[config.mk]
export PLATFORM = sky130hd
export DESIGN_NAME = alk_alu_field_seq
export DESIGN_NICKNAME = d
export VERILOG_FILES = /design/src/rtl/alk_alu_field_seq.sv
export SDC_FILE = /design/constraint.sdc
export NUM_CORES = 1
export LEC_CHECK = 0
export BUFFER_PORTS_ARGS = -buffer_cell sky130_fd_sc_hd__buf_2
export CORE_ASPECT_RATIO = 0.8
export CORE_UTILIZATION = 45
export DETAILED_ROUTE_END_ITERATION = 7
export GPL_TIMING_DRIVEN = 1
export PLACE_DENSITY = 0.67
export SYNTH_ARGS = -nofsm -noshare
export SYNTH_HDL_FRONTEND = slang
export SYNTH_SLANG_ARGS = --single-unit
export TNS_END_PERCENT = 30
[constraint.sdc]
create_clock -name clk_h -period 5.65 [get_ports clk_h]
set_input_delay 0.2825 -clock clk_h [delete_from_list [all_inputs] [get_ports clk_h]]
set_output_delay 0.2825 -clock clk_h [all_outputs]
set_load 0.01 [all_outputs]
[src/rtl/alk_alu_field_seq.sv]
// ALK ALU micro-op field generator: expands one MUL/DIV/BCD/LIT command into a
// registered per-cycle stream of 4-bit ALU codes plus LONG_LIT, ending in a done pulse.
module alk_alu_field_seq #(
  parameter int          CNT_W       = 5,
  parameter logic [3:0]  ALU_NOP     = 4'b1000,
  parameter logic [3:0]  ALU_SUB_SL  = 4'b0011,
  parameter logic [3:0]  ALU_ADD     = 4'b0100,
  parameter logic [3:0]  ALU_ADD_BCD = 4'b0101,
  parameter logic [3:0]  ALU_ADD_SR  = 4'b0110,
  parameter logic [3:0]  ALU_ADD_SL  = 4'b0111,
  parameter logic [3:0]  ALU_PASS_SR = 4'b1010
) (
  input  logic             clk_h,
  input  logic             reset_l,
  input  logic             req_valid_h,
  input  logic [1:0]       req_op_h,
  input  logic [CNT_W-1:0] req_cnt_h,
  output logic             ready_h,
  input  logic             stall_l,
  input  logic             abort_h,
  input  logic             mul_bit_h,
  input  logic             alu_n_h,
  output logic [3:0]       alu_h,
  output logic             long_lit_l,
  output logic             valid_h,
  output logic             done_h
);

  typedef enum logic [1:0] {S_IDLE, S_STEP, S_FIX, S_DONE} state_t;

  localparam logic [1:0] OP_MUL = 2'd0;
  localparam logic [1:0] OP_DIV = 2'd1;
  localparam logic [1:0] OP_BCD = 2'd2;
  localparam logic [1:0] OP_LIT = 2'd3;

  state_t           state_q, state_d;
  logic [1:0]       op_q, op_d;
  logic [CNT_W-1:0] cnt_q, cnt_d;
  logic [3:0]       alu_q, alu_d;
  logic             lit_q, lit_d;
  logic             vld_q, vld_d;
  logic             done_q, done_d;

  always_ff @(posedge clk_h or negedge reset_l) begin
    if (!reset_l) begin
      state_q <= S_IDLE;
      op_q    <= OP_MUL;
      cnt_q   <= '0;
      alu_q   <= ALU_NOP;
      lit_q   <= 1'b1;
      vld_q   <= 1'b0;
      done_q  <= 1'b0;
    end else begin
      state_q <= state_d;
      op_q    <= op_d;
      cnt_q   <= cnt_d;
      alu_q   <= alu_d;
      lit_q   <= lit_d;
      vld_q   <= vld_d;
      done_q  <= done_d;
    end
  end

  always_comb begin
    state_d = state_q;
    op_d    = op_q;
    cnt_d   = cnt_q;
    alu_d   = alu_q;
    lit_d   = lit_q;
    vld_d   = vld_q;
    done_d  = done_q;
    if (abort_h) begin
      state_d = S_IDLE;
      alu_d   = ALU_NOP;
      lit_d   = 1'b1;
      vld_d   = 1'b0;
      done_d  = 1'b0;
    end else if (stall_l) begin
      unique case (state_q)
        S_IDLE: begin
          done_d = 1'b0;
          if (req_valid_h) begin
            op_d    = req_op_h;
            // A literal is a single live cycle regardless of the requested count.
            cnt_d   = (req_op_h == OP_LIT) ? '0 : req_cnt_h;
            state_d = S_STEP;
            vld_d   = 1'b1;
            lit_d   = 1'b1;
            unique case (req_op_h)
              OP_MUL: alu_d = mul_bit_h ? ALU_ADD_SR : ALU_PASS_SR;
              OP_DIV: alu_d = ALU_SUB_SL;
              OP_BCD: alu_d = ALU_ADD_BCD;
              default: begin
                alu_d = 4'b0000;
                lit_d = 1'b0;
              end
            endcase
          end
        end
        S_STEP: begin
          if (cnt_q != '0) begin
            cnt_d = cnt_q - CNT_W'(1);
            unique case (op_q)
              OP_MUL:  alu_d = mul_bit_h ? ALU_ADD_SR : ALU_PASS_SR;
              OP_DIV:  alu_d = alu_n_h ? ALU_ADD_SL : ALU_SUB_SL;
              default: alu_d = ALU_ADD_BCD;
            endcase
          end else if (op_q == OP_DIV) begin
            // Restore step: only add back when the last subtract went negative.
            state_d = S_FIX;
            alu_d   = alu_n_h ? ALU_ADD : ALU_NOP;
          end else begin
            state_d = S_DONE;
            alu_d   = ALU_NOP;
            lit_d   = 1'b1;
            vld_d   = 1'b0;
            done_d  = 1'b1;
          end
        end
        S_FIX: begin
          state_d = S_DONE;
          alu_d   = ALU_NOP;
          lit_d   = 1'b1;
          vld_d   = 1'b0;
          done_d  = 1'b1;
        end
        default: begin
          state_d = S_IDLE;
          done_d  = 1'b0;
        end
      endcase
    end
  end

  assign ready_h    = (state_q == S_IDLE);
  assign alu_h      = alu_q;
  assign long_lit_l = lit_q;
  assign valid_h    = vld_q;
  assign done_h     = done_q;

endmodule

# After elaboration in Yosys (flattened, before gate mapping)
# Cells that the tools add are included.
[classes] add_sub_neg=1 n_eq_ne=11 muxes=37 bitwise_logic=1 reduce_logical=14
[op_table] cell="$mux 4" n=7
[op_table] cell="$pmux 4 s3" n=2
[op_table] cell="$mux 5" n=3
[op_table] cell="$mux 1" n=14
[op_table] cell="$pmux 5 s2" n=1
[op_table] cell="$reduce_and 5->1" n=2
[op_table] cell="$reduce_and 3->1" n=3
[op_table] cell="$mux 2" n=4
[op_table] cell="$pmux 4 s2" n=1
[op_table] cell="$eq 2x1->1 const B" n=3
[op_table] cell="$eq 2x2->1 const B" n=3
[op_table] cell="$logic_not 2->1" n=3
[op_table] cell="$ne 3x3->1 const B" n=2
[op_table] cell="$pmux 1 s3" n=2
[op_table] cell="$pmux 2 s3" n=1
[op_table] cell="$reduce_bool 5->1" n=1
[op_table] cell="$sub 5x1->5 const B" n=1
[op_table] cell="$ne 2x2->1 const B" n=2
[op_table] cell="$reduce_and 4->1" n=1
[op_table] cell="$reduce_bool 2->1" n=2
[op_table] cell="$reduce_bool 4->1" n=1
[op_table] cell="$mux 3" n=1
[op_table] cell="$ne 3x2->1 const B" n=1
[op_table] cell="$reduce_or 3->1" n=1
[op_table] cell="other kinds (2)" n=2
[word_totals] ff_bits=16 inputBits=14 out_inout_bits=8

# Logic depth before layout (Yosys ltp)
[depth] word_depth=7 ltp_mapped=7

# Least setup slack after synthesis
# No wires, ideal clock.
[synth_path] path_kind="flip-flop to flip-flop" from="register cnt_q[0]" to="register cnt_q[0]" arrival_ps=1696 required_ps=5522 path_slack_ps=3826 path_stages_with_launch=8 n_path_buf=1 synth_period_minus_slack_ps=1824 path_cell_list="dfrtp_1 -> inv_1 -> ha_1 -> or4b_4 -> buf_6 -> o211ai_4 -> mux2i_1 -> o41ai_1"
[synth_between] elab_chain_cells=3
[synth_lines] element="start, declared" line_no="38" text="logic [CNT_W-1:0] cnt_q, cnt_d;"
[synth_lines] element="start signal, assigned" line_no="56" text="cnt_q <= cnt_d;"
[synth_lines] element="$sub 5x1->5 or $reduce_bool 5->1 (tied branches)" line_no="102, 101"
[synth_lines] element="$mux 5 or $ne 2x2->1 (tied branches)"
[synth_lines] element="$pmux 5 s2 or $reduce_and 5->1 (tied branches)"
# Several ways; a longest one is shown, not always the timed one. The select of a mux whose other input is x is not followed.
# A chain may end at the register's enable or synchronous reset.

# Worst setup path after layout
[layout_path] from="register state_q[1]" to="register cnt_q[0]"
[layout_between] elab_chain_cells=3
[layout_lines] element="start, declared" line_no="36" text="state_t state_q, state_d;"
[layout_lines] element="start signal, assigned" line_no="54" text="state_q <= state_d;"
[layout_lines] element="$eq 2x1->1 or $logic_not 2->1 (tied branches)" line_no="79" text="unique case (state_q)"
[layout_lines] element="$ne 2x2->1 (no line) or $reduce_bool 2->1 (tied branches)"
[layout_lines] element="$reduce_and 5->1 (no line)"
# Several ways; a longest one is shown, not always the timed one.

==> run_results.csv <==
group,metric,value,unit
setup_path,setup.worst_path.start,"state_q[1]$_DFFE_PN0P_",
setup_path,endpoint_kind,"flip-flop",
drt,drtIter0Drc,18,
drt,drt-pass1-iter-count,4,
finish,antennaDiodeCount,0,
logic_synthesis,yosysWarnings,0,
setup_path,cp.required,5.82,ns
setup_path,start_kind,"flip-flop",
sta,drv_slew,0,
placed_design,place_area,1210,sq um
grt,grt_pass1_vias,817,
clock_tree,cts_buffers,3,
logic_synthesis,synth_edf_count,0,
drt,final_antenna_net_count,0,
floorplan,dieHeight,46.2,microns
clock_tree,clk_latency,0.29,ns
power,p_leak,0.588,nW
sta,hold_slack,0.219,ns
floorplan,die-area,2640,sq um
sta,slew_headroom,72.3,%
logic_synthesis,synth.avg_cell_area,9.08,sq um
setup_path,crit_type,"reg -> reg",
clock_tree,cts_resized,0,
logic_synthesis,yosys_most_used_dff,"dfrtp_1",
clock_tree,postCtsSetupRepairBufs,0,
grt,grt_use_total,19.5,%
setup_path,worstReg2RegEnd,"cnt_q[0]$_DFFE_PN0P_",
placed_design,port_buffers,21,
grt,grt.overflow.total,0,
finish,design_area,1250,sq um
finish,area_delta_synth_final,13.6,%
sta,setup_viol,0,
sta,max_freq,477,MHz
floorplan,start_util,49.2,%
status,status,"finished clean",
logic_synthesis,syn_area,1100,sq um
finish,fillCellCount,220,
floorplan,std_cell_rows,15,
worst_hold_path,worstHoldEndpoint,"cnt_q[0]$_DFFE_PN0P_",
grt,grt_pass1_wl,3.79,mm
power,finalPower,0.000565,W
setup_path,cp_max_fo,10,
placed_design,place_hpwl,1.79,mm
grt,antenna_found_initial,0,
sta,fin_crit,2.09,ns
drt,wl,2.30,mm
placed_design,placedCellCount,164,
logic_synthesis,syn_nets,144,
logic_synthesis,ys_seq_elements,16,
placed_design,place_congestion,0.775,
logic_synthesis,async_reset_ff_share,100,%
floorplan,coreArea,2230,sq um
sta,finalHoldViolations,0,
finish,final_nets,168,
setup_path,r2r_setup_slack,3.56,ns
drt,drt-wirelength-per-cell,13.7,microns
logic_synthesis,yosysTopAreaCellShare,31.9,%
logic_synthesis,yosysUniqueCellTypes,41,
clock_tree,cts_tree,"built",
clock_tree,root_buffer,"clkbuf_4",
logic_synthesis,synth.largest_area_cell,"dfrtp_1",
sta,fin_skew,0.00193,ns
power,vdd_drop_max,0.212,mV
clock_tree,clock_sinks,16,
finish,drive_gt1_share,22.4,%
worst_hold_path,holdPathStages,3,
logic_synthesis,synth_area_leaders,"dfrtp_1 32%, ha_1 10%, dfstp_2 4.8%, inv_1 3.8%, nand2_1 3.8%",
sta,rsz0062_at_grt,"false",
setup_path,arrival,2.27,ns
worst_hold_path,hp-class,"in -> reg",
setup_path,reg2reg_from,"state_q[1]$_DFFE_PN0P_",
sta,tightest_slew,0.416,ns
grt,grt_max_degree,17,
sta,tns,0,ns
drt,avgViaCountPerCell,5.57,
flow_run,maxCapViolations,0,
clock_tree,clockBufferDepth,2,
sta,post-route-period-util,37.1,%
power,power.density,453,nW/um^2
setup_path,r2r_cells,6,
finish,finalNonFillerCells,168,
clock_tree,clkTransAtPathRegs,0.09,ns
floorplan,ioPinCount,22,
floorplan,fp.dieW,57.2,microns
drt,via_count,935,
logic_synthesis,yosysSeqAreaShare,36.7,%
logic_synthesis,netlist_instances,121,
worst_hold_path,worstHoldStart,"req_cnt_h[0]",
drt,drc,0,
clock_tree,cts_htree_levels,1,
[synth_stat cells, types with 2 or more instances]
master,count
nand3_1,2
mux2_2,2
a21oi_1,4
a31oi_1,3
nor2b_1,3
ha_1,9
nor3_1,2
o21ai_1,3
inv_1,11
nor2_1,11
dfstp_2,2
mux2i_1,4
nand2_1,11
o21ai_0,8
dfrtp_1,14
a211oi_1,2
nand2b_1,5
o31ai_1,2
[cells by family (layout without fill, tap and decap cells)]
| kind of cell | after synthesis | count (layout) | synth area share [%] |
|---|---|---|---|
| compound gates | 34 | 34 | 22.7 |
| buf+inv | 15 | 37 | 5.92 |
| mux | 6 | 6 | 5.69 |
| flops | 16 | 16 | 36.7 |
| simple gates | 41 | 41 | 18.8 |
| fa+ha+maj | 9 | 9 | 10.3 |
[worst max-delay path by stage]
stage | to | slack [ns] | depth (start not counted)
6_report | cnt_q[0]$_DFFE_PN0P_ | 3.56 | 6
3_3_place_gp | cnt_q[0]$_DFFE_PN0P_ | 3.67 | 6
2_1_floorplan | cnt_q[0]$_DFFE_PN0P_ | 3.83 | 7
4_1_cts | cnt_q[0]$_DFFE_PN0P_ | 3.54 | 6
5_1_grt | cnt_q[0]$_DFFE_PN0P_ | 3.37 | 6
3_5_place_dp | cnt_q[0]$_DFFE_PN0P_ | 3.56 | 6
[layout make-up]
type	instances	area [sq um]	area share, %
tap	25	31.3	2.51
multi-input combinational	90	631	50.6
clock buffer	3	22.5	1.81
timing repair buffer	22	115	9.23
inverter	12	45.0	3.61
sequential	16	403	32.3
[report_power, final]
part           switching, W  leakage (nW)  internal, W
sequential        0.0000384         0.198     0.000168
clock             0.0000374        0.0138    0.0000249
combinational      0.000176         0.376     0.000121
[metal layers]
layer	GRT usage [%]	vias up	share of wire [%]
met5	0	-	0
met4	4.39	0	0.43
met3	5.90	2	5.8
met2	30.4	23	43
met1	26.9	435	51
li1	-	475	-
[sequential cells by signal, indices dropped and copies added (netlist names)]
register / count
done_h: 1
state_q: 2
alu_h: 4
op_q: 2
valid_h: 1
long_lit_l: 1
cnt_q: 5
[cells in the final DEF (no fill, tap or decap), drive strengths merged, types with 3 or more instances in the layout]
master	netlist	final
buf	2	21
dfrtp	14	14
o21ai	12	12
inv	11	11
nor2	11	11
nand2	11	11
ha	9	9
nand2b	5	5
a21oi	4	4
mux2i	4	4
nor2b	3	3
a31oi	3	3
clkbuf	1	3
[worst max-delay path, stage by stage, from the launching register on]
cell and delay [ns]:
dfrtp_1 0.41, inv_1 0.10, ha_1 0.41, clkinv_1 0.37
o211ai_4 0.37, mux2i_1 0.23, o41ai_1 0.09
[through the flow]
step,utilization [%],worst slack (ns)
2_1_floorplan,-,3.83
3_3_place_gp,54.4,3.67
3_5_place_dp,54.4,3.56
4_1_cts,55.9,3.54
5_1_grt,55.9,3.37
6_report,55.9,3.56
[repair_timing]
| item | in CTS | in global routing |
|---|---|---|
| hold buffers | 1 | 0 |
| hold endpoints to repair | 14 | 0 |
| setup endpoints to repair | 0 | 0 |
No activity file was read; power rests on OpenSTA's default activity.
